==> src/rtl/uart_pkg.sv <==
// Shared UART definitions: FSM state encodings and default bit period,
// used by both the receiver and the transmitter.
package uart_pkg;

  localparam int unsigned CLK_PER_BIT_DEF = 32;

  typedef enum logic [2:0] {
    ST_IDLE    = 3'd0,
    ST_START   = 3'd1,
    ST_DATA    = 3'd2,
    ST_STOP    = 3'd3,
    ST_CLEANUP = 3'd4
  } uart_state_e;

endpackage

==> src/rtl/uart_sync2.sv <==
// Two-flop synchronizer for an asynchronous line that idles high;
// both flops reset to 1 so reset never looks like a start bit.
module uart_sync2 (
  input  logic MasterClk,
  input  logic MasterRst,
  input  logic d,
  output logic q
);

  logic meta_r;
  logic sync_r;

  // Metastability filter: two back-to-back capture flops.
  always_ff @(posedge MasterClk or posedge MasterRst) begin
    if (MasterRst) begin
      meta_r <= 1'b1;
      sync_r <= 1'b1;
    end else begin
      meta_r <= d;
      sync_r <= meta_r;
    end
  end

  assign q = sync_r;

endmodule

==> src/rtl/uart_receiver.sv <==
// 8N1 UART receiver: synchronized line, mid-bit sampling, one-cycle
// data-valid / frame-error pulses and a held copy of the last good byte.
module uart_receiver
  import uart_pkg::*;
#(
  parameter int unsigned Clk_per_bit = CLK_PER_BIT_DEF
) (
  input  logic       MasterClk,
  input  logic       MasterRst,
  input  logic       Serial_Data,
  output logic       rx_datavalid,
  output logic [7:0] Received_Byte,
  output logic       rx_active,
  output logic       rx_frame_error
);

  localparam logic [7:0] HALF_C = 8'((Clk_per_bit - 1) / 2);
  localparam logic [7:0] LAST_C = 8'(Clk_per_bit - 1);

  logic        rx_sync_s;
  uart_state_e state_r, state_s;
  logic [7:0]  cnt_r, cnt_s;
  logic [2:0]  idx_r, idx_s;
  logic [7:0]  shift_r, shift_s;
  logic [7:0]  byte_r, byte_s;
  logic        dv_r, dv_s;
  logic        fe_r, fe_s;
  logic        active_r, active_s;

  uart_sync2 u_sync (
    .MasterClk (MasterClk),
    .MasterRst (MasterRst),
    .d         (Serial_Data),
    .q         (rx_sync_s)
  );

  // Next-state and output decode; pulses default low so they last one cycle.
  always_comb begin
    state_s  = state_r;
    cnt_s    = cnt_r;
    idx_s    = idx_r;
    shift_s  = shift_r;
    byte_s   = byte_r;
    dv_s     = 1'b0;
    fe_s     = 1'b0;
    active_s = active_r;
    case (state_r)
      ST_IDLE: begin
        cnt_s    = 8'd0;
        idx_s    = 3'd0;
        active_s = 1'b0;
        if (!rx_sync_s) begin
          state_s  = ST_START;
          active_s = 1'b1;
        end else begin
          state_s  = ST_IDLE;
        end
      end
      ST_START: begin
        if (cnt_r == HALF_C) begin
          cnt_s = 8'd0;
          if (!rx_sync_s) begin
            state_s = ST_DATA;
          end else begin
            // line went back high before mid-start: treat as a glitch
            state_s  = ST_IDLE;
            active_s = 1'b0;
          end
        end else begin
          cnt_s = cnt_r + 8'd1;
        end
      end
      ST_DATA: begin
        if (cnt_r == LAST_C) begin
          cnt_s          = 8'd0;
          shift_s[idx_r] = rx_sync_s;
          if (idx_r == 3'd7) begin
            idx_s   = 3'd0;
            state_s = ST_STOP;
          end else begin
            idx_s = idx_r + 3'd1;
          end
        end else begin
          cnt_s = cnt_r + 8'd1;
        end
      end
      ST_STOP: begin
        if (cnt_r == LAST_C) begin
          cnt_s   = 8'd0;
          state_s = ST_CLEANUP;
          if (rx_sync_s) begin
            byte_s = shift_r;
            dv_s   = 1'b1;
          end else begin
            fe_s = 1'b1;
          end
        end else begin
          cnt_s = cnt_r + 8'd1;
        end
      end
      ST_CLEANUP: begin
        cnt_s    = 8'd0;
        active_s = 1'b0;
        state_s  = ST_IDLE;
      end
      default: begin
        cnt_s    = 8'd0;
        idx_s    = 3'd0;
        active_s = 1'b0;
        state_s  = ST_IDLE;
      end
    endcase
  end

  // State and output registers.
  always_ff @(posedge MasterClk or posedge MasterRst) begin
    if (MasterRst) begin
      state_r  <= ST_IDLE;
      cnt_r    <= 8'd0;
      idx_r    <= 3'd0;
      shift_r  <= 8'h00;
      byte_r   <= 8'h00;
      dv_r     <= 1'b0;
      fe_r     <= 1'b0;
      active_r <= 1'b0;
    end else begin
      state_r  <= state_s;
      cnt_r    <= cnt_s;
      idx_r    <= idx_s;
      shift_r  <= shift_s;
      byte_r   <= byte_s;
      dv_r     <= dv_s;
      fe_r     <= fe_s;
      active_r <= active_s;
    end
  end

  assign rx_datavalid   = dv_r;
  assign Received_Byte  = byte_r;
  assign rx_active      = active_r;
  assign rx_frame_error = fe_r;

endmodule

==> config.mk <==
export PLATFORM = sky130hd
export DESIGN_NAME = uart_receiver
export DESIGN_NICKNAME = d
export VERILOG_FILES = /design/src/rtl/uart_pkg.sv /design/src/rtl/uart_sync2.sv /design/src/rtl/uart_receiver.sv
export SDC_FILE = /design/constraint.sdc
export NUM_CORES = 1
export LEC_CHECK = 0
export CAP_MARGIN = 0
export CORE_MARGIN = 3
export CORE_UTILIZATION = 58
export CTS_BUF_LIST = sky130_fd_sc_hd__clkbuf_4
export DETAILED_ROUTE_END_ITERATION = 10
export PLACE_DENSITY_LB_ADDON = 0.08
export SETUP_SLACK_MARGIN = 0.3
export SYNTH_ARGS = -nofsm -noshare
export SYNTH_HDL_FRONTEND = slang
export SYNTH_SLANG_ARGS = --single-unit
==> constraint.sdc <==
create_clock -name MasterClk -period 2.3 [get_ports MasterClk]
set_input_delay 0.345 -clock MasterClk [delete_from_list [all_inputs] [get_ports MasterClk]]
set_output_delay 0.345 -clock MasterClk [all_outputs]
set_load 0.02 [all_outputs]
# Word-level counts from Yosys, hierarchy flattened
# Cells that the tools add are included.
# word_totals
reg_bits,35
out_inout_bits,11
word_cells,62
# op_classes
n_addsub,2
magnitude_cmp,2
eq_ne,12
mux,25
n_bitwise,2
reduce_logical,9
# op_table
operator,count
$mux 3,6
$mux 8,2
$pmux 8 s2,1
$pmux 3 s4,1
$mux 1,10
$add 8x1->8 const B,1
$bwmux 8,1
$eq 8x4->1 const B,1
$eq 8x5->1 const B,1
$ne 2x2->1 const B,4
$eq 3x2->1 const B,2
$eq 3x3->1 const B,2
$pmux 3 s2,1
$reduce_and 3->1,2
$lt 3x4->1 const B,1
$reduce_and 2->1,2
$reduce_and 4->1,1
$add 3x1->3 const B,1
$demux 1 s3,1
$eq 3x1->1 const B,1
$ge 3x1->1 const B,1
$logic_not 3->1,1
$pmux 1 s3,1
$reduce_or 3->1,1
5 further kinds,6

# Logic depth before layout (Yosys ltp)
# Gate-level depths: netlist of the first run.
# depth
ltp_word,5
mapped_depth,6
depth_no_buf,5

# By module
# A second synthesis of the first run with hierarchy kept.
# hier_totals
hier_cells,138
area_unflattened_um2,1602.8
# by_module_without_submodules
mod,instances,cells_each,area_per_inst_um2
uart_receiver,1,135,1546.5
uart_sync2,1,3,56.3

# Worst setup path before layout of the first run
# No wires, ideal clock.
# synth_path
kind,reg2reg
startpoint,reg cnt_r[0]
endpoint,"reg byte_r[0], in the netlist Received_Byte[0]"
setup_time_ns,0.125
arrival_time_ns,1.741
slack_ns,0.434
stages_incl_launch_ff,7
path_buffers,1
period_less_slack_ns,1.866
path_cell_list,dfrtp_1 -> ha_1 -> nor4b_4 -> and2_4 -> and4_4 -> buf_12 -> mux2_4
# synth_between
elab_chain_len,2
# synth_rtl
item,line,source
"start, declared",uart_receiver.sv:22,"logic [7:0] cnt_r, cnt_s;"
"start signal, assigned",uart_receiver.sv:128,cnt_r <= cnt_s;
$eq 8x5->1,uart_receiver.sv:88,if (cnt_r == LAST_C) begin
$reduce_and 3->1 (no line),n/a,
"end signal, assigned",uart_receiver.sv:131,byte_r <= byte_s;
"end, declared",uart_receiver.sv:25,"logic [7:0] byte_r, byte_s;"
# Every way passes these cells.
# A chain may end at the register's enable or synchronous reset.

# Worst setup path after layout of the first run
# Same ends and word-level chain as after synthesis.

==> results of run 1 <==
[worst min-delay path by stage]
| stage | from | endpoint | slack, ps | depth (start not counted) |
|---|---|---|---|---|
| after floorplan | u_sync.meta_r | u_sync.q | 350 | 0 |
| after global placement | u_sync.meta_r | u_sync.q | 350 | 0 |
| final | u_sync.meta_r | u_sync.q | 360 | 0 |
| after CTS | u_sync.meta_r | u_sync.q | 370 | 0 |
| after detailed placement | u_sync.meta_r | u_sync.q | 350 | 0 |
| after global routing | u_sync.meta_r | u_sync.q | 370 | 0 |
[power by group]
| group | internal (mW) | total (mW) | switching, mW | leakage, nW |
|---|---|---|---|---|
| logic | 0.219 | 0.495 | 0.276 | 0.405 |
| registers | 0.702 | 0.784 | 0.0820 | 0.462 |
| clock network | 0.127 | 0.312 | 0.185 | 0.0331 |
| total | 1.05 | 1.59 | 0.543 | 0.901 |
[area by class of cell]
class / count / area [sq um]
sequential: 35 / 878
multi-input combinational: 92 / 733
fill: 180 / 701
timing repair buffer: 22 / 198
clock buffer: 6 / 45.0
tap: 30 / 37.5
inverter: 3 / 11.3
clock inverter: 2 / 8.76
[cell usage after synthesis (all sizes together), types with 3 or more instances]
library cell,number,area share (%)
a311oi,3,1.6
and3,3,1.1
and4,3,1.7
buf,5,2.8
clkbuf,3,0.67
dfrtp,33,49
ha,3,2.2
inv,3,0.67
mux2,16,13
nand2,6,1.3
nand2b,3,1.1
nand3,6,1.8
nor2,14,3.1
nor3,4,1.2
xor2,5,2.6
[layout by cell type (no fill, tap or decap), drive strengths merged, types with 4 or more instances in the layout]
| cell | instances |
|---|---|
| nand3 | 6 |
| clkdlybuf4s50 | 13 |
| buf | 9 |
| dfrtp | 33 |
| clkbuf | 6 |
| mux2 | 16 |
| nor3 | 4 |
| nor2 | 14 |
| xor2 | 5 |
| nand2 | 6 |
[metrics by stage]
step / worst slack, ps / instances / utilization, %
2_1_floorplan: 434 / 138 / -
3_3_place_gp: 428 / 178 / 70.0
3_5_place_dp: 366 / 178 / 70.0
4_1_cts: 356 / 186 / 72.0
5_1_grt: 326 / 190 / 73.2
6_report: 405 / 190 / 73.2
[flip-flops by register name, indices dropped and copies added (netlist names)]
register        count
Received_Byte       8
cnt_r               8
idx_r               3
rx_active           1
rx_datavalid        1
rx_frame_error      1
shift_r             8
state_r             3
u_sync.meta_r       1
u_sync.q            1
[repair_timing]
| action | 4_1_cts | 5_1_grt |
|---|---|---|
| endpoints found under the setup margin | 0 | 8 |
| gates resized for setup | 0 | 0 |
| buffers inserted | 0 | 4 |
[worst max-delay path, cell delays in order (launching register included)]
cell,delay (ps)
sky130_fd_sc_hd__dfrtp_1,410
sky130_fd_sc_hd__ha_1,240
sky130_fd_sc_hd__nor4b_4,240
sky130_fd_sc_hd__and2_4,230
sky130_fd_sc_hd__and4_4,350
sky130_fd_sc_hd__mux2_4,320
[layer usage]
| layer | vias up | part of all wire (%) | routed length, um | global-route usage, % |
|---|---|---|---|---|
| li1 | 537 | - | - | - |
| met1 | 541 | 47 | 1390 | 26.2 |
| met2 | 43 | 47 | 1410 | 28.2 |
| met3 | 4 | 5.5 | 164 | 4.54 |
| met4 | 0 | 0.64 | 19 | 7.59 |
| met5 | - | 0 | 0 | 0 |
[cells by family (layout without fill, tap and decap cells)]
logic type | Yosys count | count (layout) | share of synthesized area [%]
buffers and inverters | 11 | 33 | 4.09
multiplexers | 16 | 16 | 12.5
AND/OR/NAND/NOR | 55 | 55 | 20.0
XOR/XNOR | 7 | 7 | 3.65
flip-flops | 35 | 35 | 52.3
AO/OA/AOI/OAI | 11 | 11 | 5.21
adder cells (fa/ha/maj) | 3 | 3 | 2.23
==> metrics.txt, run 1 <==
# TYPE chip_impl_metric gauge
chip_impl_metric{name="overall_routing_resource_usage",unit="%"} 18.9
chip_impl_metric{name="via_count",unit=""} 1125
chip_impl_info{name="outcome",value="complete, no violations"} 1
chip_impl_metric{name="post_synth_num_cell_types",unit=""} 41
chip_impl_metric{name="grt_antenna_before_repair",unit=""} 0
chip_impl_metric{name="finalCriticalPeriod",unit="ps"} 1890
chip_impl_metric{name="die_height",unit="um"} 59.8
chip_impl_metric{name="fin_total_pwr",unit="mW"} 1.59
chip_impl_metric{name="postSynthCellCount",unit=""} 138
chip_impl_metric{name="critical_path.max_fanout",unit=""} 8
chip_impl_metric{name="layout.cell_area.non_filler",unit="sq um"} 1910
chip_impl_metric{name="critical_path_required",unit="ps"} 2510
chip_impl_metric{name="core-area",unit="sq um"} 2610
chip_impl_metric{name="ys.warnings.count",unit=""} 0
chip_impl_metric{name="worst-r2r-cell-count",unit=""} 5
chip_impl_metric{name="setup_violations",unit=""} 0
chip_impl_info{name="crit_path_from",value="cnt_r[0]"} 1
chip_impl_metric{name="finalWeightedCongestion",unit=""} 0.832
chip_impl_metric{name="tritoncts_num_sinks",unit=""} 35
chip_impl_metric{name="grt_first_pass_wirelength",unit="um"} 5030
chip_impl_metric{name="floorplan.rows",unit=""} 18
chip_impl_metric{name="synth_async_sr_flop_share",unit="%"} 100
chip_impl_metric{name="drv_slew",unit=""} 0
chip_impl_info{name="tritoncts",value="done"} 1
chip_impl_metric{name="clock_path_buffers",unit=""} 2
chip_impl_metric{name="fin_worst_hold_slack",unit="ps"} 363
chip_impl_metric{name="ff_to_ff_setup_slack",unit="ps"} 410
chip_impl_metric{name="ratio_of_cells_with_drive_above_1_in_the_final_layout",unit="%"} 22.5
chip_impl_info{name="startpoint_type_of_the_worst_setup_path",value="flip-flop"} 1
chip_impl_metric{name="tns",unit="ps"} 0
chip_impl_metric{name="clk_pin_slew_worst_paths",unit="ps"} 90
chip_impl_metric{name="route.detailed.wl_per_inst",unit="um"} 15.7
chip_impl_metric{name="drc",unit=""} 0
chip_impl_info{name="ctsRootBufferMaster",value="sky130_fd_sc_hd__clkbuf_4"} 1
chip_impl_metric{name="ios",unit=""} 14
chip_impl_metric{name="floorplan.die_area",unit="sq um"} 3580
chip_impl_info{name="critical_setup_path_class",value="flip-flop to flip-flop"} 1
chip_impl_metric{name="port-buffer-count",unit=""} 13
chip_impl_metric{name="maximum_clock_rate",unit="MHz"} 528
chip_impl_metric{name="seq_area_frac_synth",unit="%"} 52.3
chip_impl_metric{name="worst_slew_pin_slew",unit="ps"} 449
chip_impl_metric{name="initial_utilization",unit="%"} 64.3
chip_impl_info{name="min-delay-path-class",value="flip-flop to flip-flop"} 1
chip_impl_metric{name="max_cap_violations",unit=""} 0
chip_impl_metric{name="grt_pass1_vias",unit=""} 1100
chip_impl_metric{name="worst-endpoint-arrival",unit="ps"} 2110
chip_impl_metric{name="holdBufCountCts",unit=""} 0
chip_impl_metric{name="postRouteWirelength",unit="um"} 2980
chip_impl_metric{name="p_leak",unit="nW"} 0.901
chip_impl_metric{name="antenna_cells_inserted",unit=""} 0
chip_impl_metric{name="drt-initial-drc-count",unit=""} 54
chip_impl_metric{name="fin_worst_skew",unit="ps"} 9.53
chip_impl_info{name="worst_r2r_endpoint",value="Received_Byte[0]"} 1
chip_impl_metric{name="tritoncts.num_buffers",unit=""} 5
chip_impl_metric{name="post_synth_net_total",unit=""} 144
chip_impl_metric{name="slew_headroom",unit="%"} 69.9
chip_impl_metric{name="clock_latency_on_the_worst_skew_pair",unit="ps"} 320
chip_impl_info{name="timing.critical_path.to_type",value="flip-flop"} 1
chip_impl_metric{name="syn_avg_cell_area",unit="sq um"} 12.2
chip_impl_metric{name="detailedPlacementHpwl",unit="um"} 2020
chip_impl_metric{name="nets",unit=""} 165
chip_impl_metric{name="post_drt_via_cell_ratio",unit=""} 5.92
chip_impl_info{name="critical_path.reg2reg.startpoint",value="cnt_r[0]"} 1
chip_impl_metric{name="pwr_density_cell",unit="nW/um^2"} 832
chip_impl_metric{name="post_synth_instance_area",unit="sq um"} 1680
chip_impl_metric{name="drtPass1Iterations",unit=""} 4
chip_impl_metric{name="dpl_cell_area",unit="sq um"} 1830
chip_impl_metric{name="finalHoldViolations",unit=""} 0
chip_impl_metric{name="ys_seq_elements",unit=""} 35
chip_impl_metric{name="period_share",unit="%"} 82.4
chip_impl_metric{name="die_w",unit="um"} 59.8
chip_impl_info{name="crit_path_end",value="Received_Byte[0]"} 1
chip_impl_metric{name="synth_enable_flop_cells",unit=""} 0
chip_impl_metric{name="grt_start_max_net_pins",unit=""} 36
chip_impl_metric{name="overflow",unit=""} 0
chip_impl_info{name="setup_repair_after_global_routing_missed_its_margin",value="no"} 1
chip_impl_metric{name="ctsHtreeMaxLevel",unit=""} 2
chip_impl_info{name="ys_dominant_reg_cell",value="sky130_fd_sc_hd__dfrtp_1"} 1
chip_impl_metric{name="postRouteAntennaNets",unit=""} 0
chip_impl_metric{name="vdd_ir_drop_max",unit="uV"} 739
chip_impl_metric{name="area_growth_syn_to_layout",unit="%"} 13.8
Power figures use the tool's default switching activity.
==> run 2, diff against run 1 <==
clock period = 2 ns   (was 2.3 ns; I/O delays follow)
==> run 2 against run 1 <==
Worst setup slack got worse by 160 ps. Utilization up 4.1 points. Flip-flop and latch count stayed put. Final area is 5.6% higher. Clock power grew 22%. Hold slack worse by 27 ps. Critical endpoint is now cnt_r[3]. Die area is the same. Sequential share of layout area is 2.4 points lower. Via count is 6.7% higher. Highest routed layer unchanged.
==> metrics.txt, run 2 (synthesis results as in run 1) <==
# TYPE chip_impl_metric gauge
chip_impl_metric{name="clk_pin_slew_worst_paths",unit="ps"} 120
chip_impl_metric{name="tritoncts_num_sinks",unit=""} 35
chip_impl_metric{name="multi_input_area",unit="sq um"} 767
chip_impl_metric{name="worst_slew_pin_slew",unit="ps"} 480
chip_impl_info{name="layout.cells.most_common",value="sky130_fd_sc_hd__dfrtp_1"} 1
chip_impl_info{name="crit_path_from",value="cnt_r[1]"} 1
chip_impl_metric{name="critical_path.max_fanout",unit=""} 4
chip_impl_metric{name="place.detailed.instances",unit=""} 181
chip_impl_metric{name="port-buffer-count",unit=""} 13
chip_impl_metric{name="finalWeightedCongestion",unit=""} 0.877
chip_impl_metric{name="drt-initial-drc-count",unit=""} 64
chip_impl_metric{name="floorplan.die_area",unit="sq um"} 3580
chip_impl_metric{name="postRouteWirelength",unit="um"} 3420
chip_impl_metric{name="floorplan.rows",unit=""} 18
chip_impl_metric{name="maximum_clock_rate",unit="MHz"} 571
chip_impl_metric{name="drc",unit=""} 0
chip_impl_metric{name="finalHoldViolations",unit=""} 0
chip_impl_metric{name="post_drt_via_cell_ratio",unit=""} 6.03
chip_impl_info{name="outcome",value="complete, no violations"} 1
chip_impl_metric{name="cp_slowest_stage_delay",unit="ps"} 420
chip_impl_info{name="crit_path_cell_trace",value="ha_4, nor4b_4, buf_4, buf_4, a311o_1, a21o_1, nor2_1"} 1
chip_impl_info{name="min-delay-path-class",value="input pin to asynchronous set/reset pin"} 1
chip_impl_metric{name="finalCriticalPeriod",unit="ps"} 1750
chip_impl_metric{name="final_core_utilization",unit="%"} 77.3
chip_impl_metric{name="postRouteAntennaNets",unit=""} 0
chip_impl_info{name="layout_common_cells",value="sky130_fd_sc_hd__dfrtp_1 (32), sky130_fd_sc_hd__buf_4 (17), sky130_fd_sc_hd__nor2_1 (14)"} 1
chip_impl_metric{name="grt_start_max_net_pins",unit=""} 36
chip_impl_info{name="setup_repair_after_global_routing_missed_its_margin",value="yes"} 1
chip_impl_metric{name="max_cap_violations",unit=""} 0
chip_impl_metric{name="clock_path_buffers",unit=""} 2
chip_impl_metric{name="tns",unit="ps"} 0
chip_impl_metric{name="via_count",unit=""} 1200
chip_impl_metric{name="die_height",unit="um"} 59.8
chip_impl_metric{name="initial_utilization",unit="%"} 64.3
chip_impl_info{name="ctsRootBufferMaster",value="sky130_fd_sc_hd__clkbuf_4"} 1
chip_impl_metric{name="fill_cells",unit=""} 176
chip_impl_metric{name="die_w",unit="um"} 59.8
chip_impl_metric{name="drtPass1Iterations",unit=""} 4
chip_impl_metric{name="clock_latency_on_the_worst_skew_pair",unit="ps"} 350
chip_impl_metric{name="worst-r2r-cell-count",unit=""} 7
chip_impl_metric{name="setup_violations",unit=""} 0
chip_impl_info{name="critical_setup_path_class",value="flip-flop to flip-flop"} 1
chip_impl_metric{name="grt_pass1_vias",unit=""} 1183
chip_impl_metric{name="core-area",unit="sq um"} 2610
chip_impl_metric{name="layout.cells.non_filler",unit=""} 199
chip_impl_metric{name="area_growth_syn_to_layout",unit="%"} 20.1
chip_impl_metric{name="antenna_cells_inserted",unit=""} 0
chip_impl_info{name="tritoncts",value="done"} 1
chip_impl_info{name="timing.critical_path.to_type",value="flip-flop"} 1
chip_impl_metric{name="drv_slew",unit=""} 0
chip_impl_metric{name="fin_worst_skew",unit="ps"} 15.6
chip_impl_metric{name="detailedPlacementHpwl",unit="um"} 2110
chip_impl_metric{name="slew_headroom",unit="%"} 67.8
chip_impl_metric{name="tritoncts.num_buffers",unit=""} 5
chip_impl_metric{name="ios",unit=""} 14
chip_impl_metric{name="route.detailed.wl_per_inst",unit="um"} 17.2
chip_impl_metric{name="vdd_ir_drop_max",unit="uV"} 892
chip_impl_metric{name="holdBufCountCts",unit=""} 0
chip_impl_metric{name="p_leak",unit="nW"} 0.949
chip_impl_info{name="critical_path.slowest_cell",value="sky130_fd_sc_hd__dfrtp_1"} 1
chip_impl_info{name="critical_path.reg2reg.startpoint",value="cnt_r[1]"} 1
chip_impl_metric{name="worst-endpoint-arrival",unit="ps"} 2020
chip_impl_info{name="worst_path_most_repeated_cell",value="sky130_fd_sc_hd__buf_4"} 1
chip_impl_metric{name="grt_first_pass_wirelength",unit="um"} 5500
chip_impl_info{name="startpoint_type_of_the_worst_setup_path",value="flip-flop"} 1
chip_impl_metric{name="pwr_density_cell",unit="nW/um^2"} 1020
chip_impl_metric{name="nets",unit=""} 174
chip_impl_metric{name="period_share",unit="%"} 87.6
chip_impl_metric{name="overall_routing_resource_usage",unit="%"} 21.1
chip_impl_metric{name="final-seq-area",unit="sq um"} 880
chip_impl_metric{name="grt_antenna_before_repair",unit=""} 0
chip_impl_metric{name="ratio_of_cells_with_drive_above_1_in_the_final_layout",unit="%"} 30.2
chip_impl_metric{name="critical_path_required",unit="ps"} 2270
chip_impl_metric{name="overflow",unit=""} 0
chip_impl_metric{name="ctsHtreeMaxLevel",unit=""} 2
## run 2: metrics by stage
| step | instance area [sq um] | total power, mW | hold WS, ps | worst slack, ps |
|---|---|---|---|---|
| 2_1_floorplan | 1680 | 1.32 | 304 | 175 |
| 3_3_place_gp | 1850 | 1.47 | 347 | 103 |
| 3_5_place_dp | 1850 | 1.49 | 356 | 55.9 |
| 4_1_cts | 1960 | 1.97 | 351 | 277 |
| 5_1_grt | 2020 | 2.17 | 350 | 189 |
| 6_report | 2020 | 2.06 | 336 | 248 |
## run 2: report_power, final
part / switching (mW) / total (mW) / internal, mW
combinational: 0.395 / 0.774 / 0.379
clock: 0.236 / 0.382 / 0.146
sequential: 0.0930 / 0.901 / 0.808
total: 0.724 / 2.06 / 1.33
## run 2: area by class of cell
cell class,count,area share (%)
inverters,3,0.558
repair buffers,31,13.3
clock buffers,6,2.23
clock inverters,2,0.434
flip-flops and latches,35,43.6
multi-input cells,92,38.0
well taps,30,1.86
## run 2: worst paths after layout
check                              endpoint  slack (ps)
min in group MasterClk        u_sync.meta_r         360
max in group asynchronous     u_sync.meta_r        1320
hold / removal             Received_Byte[1]         340
setup / recovery                   cnt_r[3]         250
hold reg to reg                    u_sync.q         370
setup reg to reg                   cnt_r[3]         250
## run 2: routing by layer
metal	global-route usage (%)	share of wire (%)
met4	10.1	2.2
met1	28.1	45
met5	0	0
met3	4.54	5.2
met2	32.6	48
## run 2: timing repair
item                       in CTS  in global routing
pin swaps                       2                  2
resized for setup               1                  7
setup endpoints to repair      16                 19
buffers inserted                6                  4
## run 2: worst max-delay path, delay by kind of cell, from the launching register on
family / cells / cell delay, ps
compound gates: 2 / 590
simple gates: 2 / 230
fa+ha+maj: 1 / 170
flops: 1 / 420
buf+inv: 2 / 280
==> run 3, diff against run 2 <==
SLEW_MARGIN = 20   (was not set)
==> results of run 3 <==
No change in the layout: final DEF, timing and power equal those of run 2.
